`src/rtl/fetch_pkg.sv`:
```
// Shared types and helpers for the instruction-fetch stage.
//   fetch_entry_t : one prefetch-queue entry {pc_next, instr} at the
//                   default 32-bit address / 32-bit instruction widths.
//   count_width() : width of an occupancy counter that must hold 0..depth.
package fetch_pkg;

    localparam int ENTRY_ADDR_W  = 32;
    localparam int ENTRY_INSTR_W = 32;

    typedef struct packed {
        logic [ENTRY_ADDR_W-1:0]  pc_next;
        logic [ENTRY_INSTR_W-1:0] instr;
    } fetch_entry_t;

    function automatic int count_width(input int depth);
        return $clog2(depth + 1);
    endfunction

endpackage

```
`src/rtl/fetch_queue.sv`:
```
// Circular FIFO holding prefetched instruction entries.
// Ports:
//   clk, rst   : clock, asynchronous active-high reset (pointers/count only)
//   push       : write push_data at the tail
//   push_data  : entry to write
//   pop        : drop the head entry
//   clear      : empty the queue; wins over push in the same cycle
//   head       : entry at the read pointer (meaningful when count != 0)
//   count      : number of valid entries, 0..DEPTH
module fetch_queue
    import fetch_pkg::*;
#(
    parameter int DEPTH   = 4,
    parameter int ENTRY_W = 64
) (
    input  logic                          clk,
    input  logic                          rst,
    input  logic                          push,
    input  logic [ENTRY_W-1:0]            push_data,
    input  logic                          pop,
    input  logic                          clear,
    output logic [ENTRY_W-1:0]            head,
    output logic [count_width(DEPTH)-1:0] count
);

    localparam int PTR_W = $clog2(DEPTH);
    localparam int CNT_W = count_width(DEPTH);

    logic [ENTRY_W-1:0] mem [DEPTH];
    logic [PTR_W-1:0]   wr_ptr;
    logic [PTR_W-1:0]   rd_ptr;

    // DEPTH need not be a power of two, so wrap explicitly.
    function automatic logic [PTR_W-1:0] ptr_inc(input logic [PTR_W-1:0] p);
        return (p == PTR_W'(DEPTH - 1)) ? '0 : p + 1'b1;
    endfunction

    always_ff @(posedge clk or posedge rst) begin
        if (rst) begin
            wr_ptr <= '0;
            rd_ptr <= '0;
            count  <= '0;
        end else if (clear) begin
            wr_ptr <= '0;
            rd_ptr <= '0;
            count  <= '0;
        end else begin
            if (push) wr_ptr <= ptr_inc(wr_ptr);
            if (pop)  rd_ptr <= ptr_inc(rd_ptr);
            count <= count + CNT_W'(push) - CNT_W'(pop);
        end
    end

    // Storage carries data only and needs no reset.
    always_ff @(posedge clk) begin
        if (push && !clear) mem[wr_ptr] <= push_data;
    end

    assign head = mem[rd_ptr];

endmodule

```
`src/rtl/fetch_unit_pq.sv`:
```
// Instruction-fetch stage with a prefetch queue.
// Issues sequential reads to a synchronous instruction memory, buffers the
// returned words with their next-PC, and presents them to decode over a
// valid/ready handshake. A taken branch flushes queued and in-flight words
// and issues the target in the same cycle.
// Ports:
//   clk, rst                 : clock, asynchronous active-high reset
//   branch_taken/branch_addr : redirect request and target from execute
//   id_ready                 : decode accepts the head entry this cycle
//   imem_en/imem_addr        : memory read strobe and address
//   imem_rdata               : read data, one cycle after imem_en
//   if_valid/if_instr/if_pc  : head entry to decode (if_pc = address + PC_INC)
//   flush                    : pipeline flush, mirrors branch_taken
module fetch_unit_pq
    import fetch_pkg::*;
#(
    parameter int                ADDR_W   = 32,
    parameter int                INSTR_W  = 32,
    parameter int                DEPTH    = 4,
    parameter logic [ADDR_W-1:0] RESET_PC = '0,
    parameter int                PC_INC   = 4
) (
    input  logic               clk,
    input  logic               rst,
    input  logic               branch_taken,
    input  logic [ADDR_W-1:0]  branch_addr,
    input  logic               id_ready,
    output logic               imem_en,
    output logic [ADDR_W-1:0]  imem_addr,
    input  logic [INSTR_W-1:0] imem_rdata,
    output logic               if_valid,
    output logic [INSTR_W-1:0] if_instr,
    output logic [ADDR_W-1:0]  if_pc,
    output logic               flush
);

    localparam int                CNT_W   = count_width(DEPTH);
    localparam int                ENTRY_W = ADDR_W + INSTR_W;
    localparam logic [ADDR_W-1:0] INC     = ADDR_W'(PC_INC);

    logic [ADDR_W-1:0]  fetch_pc;
    logic [ADDR_W-1:0]  inflight_pc;
    logic               inflight;
    logic [CNT_W-1:0]   count;
    logic [ENTRY_W-1:0] head;
    logic [ENTRY_W-1:0] push_data;
    logic [CNT_W:0]     occupancy;
    logic               push;
    logic               pop;
    logic               room;
    logic               issue;

    always_comb begin
        if_valid  = (count != '0) && !branch_taken;
        pop       = if_valid && id_ready;
        // A response arriving during a redirect belongs to the old stream.
        push      = inflight && !branch_taken;
        // Occupancy after this edge; the new request lands one cycle later,
        // so it may only issue if a slot will still be free.
        occupancy = {1'b0, count} + (CNT_W + 1)'(inflight) - (CNT_W + 1)'(pop);
        room      = occupancy < (CNT_W + 1)'(DEPTH);
        issue     = branch_taken || room;
        imem_addr = branch_taken ? branch_addr : fetch_pc;
        // Reset only gates the strobe seen by the memory; state flops are
        // already held by the asynchronous reset.
        imem_en   = issue && !rst;
        flush     = branch_taken;
    end

    always_ff @(posedge clk or posedge rst) begin
        if (rst) begin
            fetch_pc <= RESET_PC;
            inflight <= 1'b0;
        end else begin
            inflight <= issue;
            if (issue) fetch_pc <= imem_addr + INC;
        end
    end

    always_ff @(posedge clk) begin
        if (issue) inflight_pc <= imem_addr;
    end

    assign push_data = {inflight_pc + INC, imem_rdata};

    fetch_queue #(
        .DEPTH   (DEPTH),
        .ENTRY_W (ENTRY_W)
    ) u_queue (
        .clk       (clk),
        .rst       (rst),
        .push      (push),
        .push_data (push_data),
        .pop       (pop),
        .clear     (branch_taken),
        .head      (head),
        .count     (count)
    );

    assign if_pc    = head[ENTRY_W-1:INSTR_W];
    assign if_instr = head[INSTR_W-1:0];

endmodule

```
`config.mk`:
```
export PLATFORM = sky130hd
export DESIGN_NAME = fetch_unit_pq
export DESIGN_NICKNAME = d
export VERILOG_FILES = /design/src/rtl/fetch_pkg.sv /design/src/rtl/fetch_queue.sv /design/src/rtl/fetch_unit_pq.sv
export SDC_FILE = /design/constraint.sdc
export NUM_CORES = 1
export LEC_CHECK = 0
export CORE_ASPECT_RATIO = 1.5
export CORE_MARGIN = 5
export CORE_UTILIZATION = 40
export DETAILED_ROUTE_END_ITERATION = 10
export PLACE_DENSITY_LB_ADDON = 0.2
export SETUP_SLACK_MARGIN = 0.15
export SYNTH_ARGS = -nofsm -noshare
export SYNTH_HDL_FRONTEND = slang
export SYNTH_HIERARCHICAL = 1
export SYNTH_SLANG_ARGS = --single-unit
```
`constraint.sdc`:
```
create_clock -name clk -period 12.8 [get_ports clk]
set_clock_uncertainty 0.15 [all_clocks]
set_input_delay 3.2 -clock clk [delete_from_list [all_inputs] [get_ports clk]]
set_output_delay 3.2 -clock clk [all_outputs]
set_load 0.01 [all_outputs]
```
==> summary.md <==
| Metric | Value |
|---|---|
| Die footprint | 0.0387 sq mm |
| Fin. Hold Viols | 0 |
| Worst-path clk slew | 60 ps |
| Worst path arrival time | 6350 ps |
| Top FF cell, synth | edfxtp_1 |
| Clock latency on the worst-skew pair | 560 ps |
| Pwr dens | 192 mW/mm^2 |
| Async SR Flop Fraction | 12.2% |
| Via Count | 7,484 |
| CP max stage delay | 720 ps |
| Die span in y | 238 um |
| Crit path max-delay cell type | nor4_1 |
| Core Box Area | 0.0343 sq mm |
| Final WL | 29,400 um |
| Post-Synthesis Cell Area | 0.0139 sq mm |
| TritonCTS clock tree | done |
| FMAX | 103 MHz |
| I/O pin count | 167 |
| Largest net degree at the start of global routing | 92 |
| Post-layout min period | 9700 ps |
| CTS Sinks | 328 |
| Synth area leader | edfxtp_1 |
| Share of cells above drive strength 1 | 16.5% |
| GRT Util Overall | 15.2% |
| Routed metal-1 wirelength | 11,600 um |
| Worst R2R Setup Slack | 8510 ps |
| DR WL met3 | 1250 um |
| Fin nets | 1,040 |
| Syn nets | 867 |
| Final Cycle Share | 75.8% |
| Main area contributors after synthesis | edfxtp_1 62%, mux4_2 10%, dfrtp_1 7.2%, mux2_2 2.3%, xnor2_1 2.1% |
| Synth Area per Inst | 17.7 sq um |
| H-tree depth | 1 |
| Area share of the largest cell type after synthesis | 62.1% |
| Top Metal Used | met4 |
| Post_cts resized | 0 |
| RSZ-0062 raised after global routing | false |
| Root Buffer | clkbuf_16 |
| Status | finished, final reports clean |
| Hold_buf cts | 0 |
| Crit Path Max Fanout | 50 |
| Max_slew headroom | 30.1% |
| Gpl congestion | 0.794 |
| Fin worst setup slack | 3100 ps |
| Initial Utilization | 40.6% |
| Worst Setup Start Kind | primary input |
| Post-detail-place hpwl | 18,800 um |
| Worst hold path type | reg2reg |
| CP Cell Sequence | clkdlybuf4s50_1 -> and2_1 -> ha_1 -> inv_1 -> ha_1 -> and3b_1 -> nor4_1 -> nor3_4 -> buf_4 -> nor2_1 -> clkdlybuf4s50_1 |
| Final setup fails | 0 |
| Register bit total from synthesis | 328 |
| Final setup TNS | 0 ps |
| Layout area overhead | 21.6% |
| Critical Path Sink Type | primary output |
| Pleak | 5.63 nW |
| Dpl cell area | 0.0159 sq mm |
| Yosys warns | 6 |
| ANT nets after route | 0 |
| Port Buffers | 166 |
| Antenna violations before repair | 0 |
| TritonCTS Buffers | 31 |
| CP required | 9450 ps |
| Post-CTS Setup Inserts | 0 |
| First-pass GRT wire length | 45,700 um |
| Initial DRC count | 346 |
| WL met2 | 15,900 um |
| EDFF count, synth | 288 |
| Peak VDD IR | 111 uV |
| Synth cell count leaders | 288 x edfxtp_1, 64 x mux4_2, 47 x nand2_1, 40 x dfrtp_1, 34 x nand3_1 |
| Vias in the first global route | 8,011 |
| Most frequent cell after synthesis | edfxtp_1 |
| Clock Path Buffers | 3 |
| Drc violations | 0 |
| Routed len/inst | 20.9 um |
| Row count | 83 |
| Final Slew Violations | 0 |
| Grt total ovfl | 0 |
| Die Width | 162 um |
| Pre-antenna DRT Iters | 4 |
| Antenna Cells | 0 |
| Sequential share of the synthesized area | 69.3% |
| Post-Syn Instances | 787 |
| Synth cell types | 61 |
| Worst Max-Slew Pin Slew | 1050 ps |
| Crit Path Category | in2out |
| Max-cap check violation count | 0 |
| Dpl ws | 3090 ps |
| Final Cell Area | 0.0169 sq mm |
| Via density | 5.31 |
[flip-flops by register name, indices dropped and copies added, names as in the netlist]
register,cells
u_queue/wr_ptr,2
u_queue/count,3
u_queue/mem,256
inflight,1
fetch_pc,32
u_queue/rd_ptr,2
inflight_pc,32
[cell usage in the layout (no fill, tap or decap), drive strengths merged, types with 7 or more instances in the layout]
master	netlist	routed
a21oi	8	8
and2	7	7
and3	13	13
and4	8	8
buf	28	7
clkbuf	4	39
clkdlybuf4s50	0	165
clkinv	0	10
dfrtp	40	40
edfxtp	288	288
ha	11	11
inv	22	23
mux2	28	28
mux2i	8	8
mux4	64	64
nand2	48	48
nand3	34	34
nand3b	11	11
nand4	17	17
nor2	14	14
o21ai	18	18
o31ai	10	10
xnor2	33	33
xor2	14	14
[where the power goes]
| part | leakage [nW] | switching [mW] | internal (mW) |
|---|---|---|---|
| combinational | 2.00 | 0.406 | 0.384 |
| clock | 0.490 | 0.381 | 0.535 |
| sequential | 3.14 | 0.131 | 1.42 |
| total | 5.63 | 0.918 | 2.34 |
[per-stage QoR]
| step | cells | total power [mW] | utilization (%) | hold slack, ps |
|---|---|---|---|---|
| floorplan | 787 | 2.02 | - | 295 |
| global placement | 1352 | 2.37 | 46.4 | 315 |
| detailed placement | 1352 | 2.38 | 46.4 | 320 |
| CTS | 1409 | 3.31 | 49.4 | 334 |
| global route | 1409 | 3.42 | 49.4 | 372 |
| finish | 1409 | 3.25 | 49.4 | 329 |
[worst paths after layout]
check | startpoint | end | cells after the start
max | id_ready | imem_en | 11
min | fetch_pc[30] | fetch_pc[30] | 2
max reg2reg | u_queue/count[2] | fetch_pc[13] | 13
min reg2reg | fetch_pc[30] | fetch_pc[30] | 2
max in group asynchronous | rst | fetch_pc[2] | 3
min in group asynchronous | rst | u_queue/wr_ptr[1] | 2
[cell type report]
cell class                 instances  area [sq um]
clock inverter                    18           194
sequential                       328          9650
inverter                          22          82.6
timing repair buffer             172          1700
fill                            2907         17300
tap                              425           532
clock buffer                      39           826
multi-input combinational        405          3930
[critical path: cells and delay by family]
family / cells / cell delay (ps)
fa+ha+maj: 2 / 440
buf+inv: 4 / 1350
simple gates: 5 / 1350
[logic make-up (layout without fill, tap and decap cells)]
family	count (synthesis)	in the layout	synth area share, %
muxes	100	100	13.2
buffers and inverters	54	251	2.54
adders and majority gates	12	12	1.13
and+or+nand+nor	180	180	7.32
DFF	328	328	69.3
AOI/OAI and AO/OA	65	65	3.37
xor gates and xnor gates	48	48	3.12
[routing by layer]
layer,up-vias,global-route usage (%)
met4,0,4.59
met5,-,0
met2,173,27.9
met1,3779,18.3
li1,3478,-
met3,54,2.30
(Power assumes the default switching activity.)
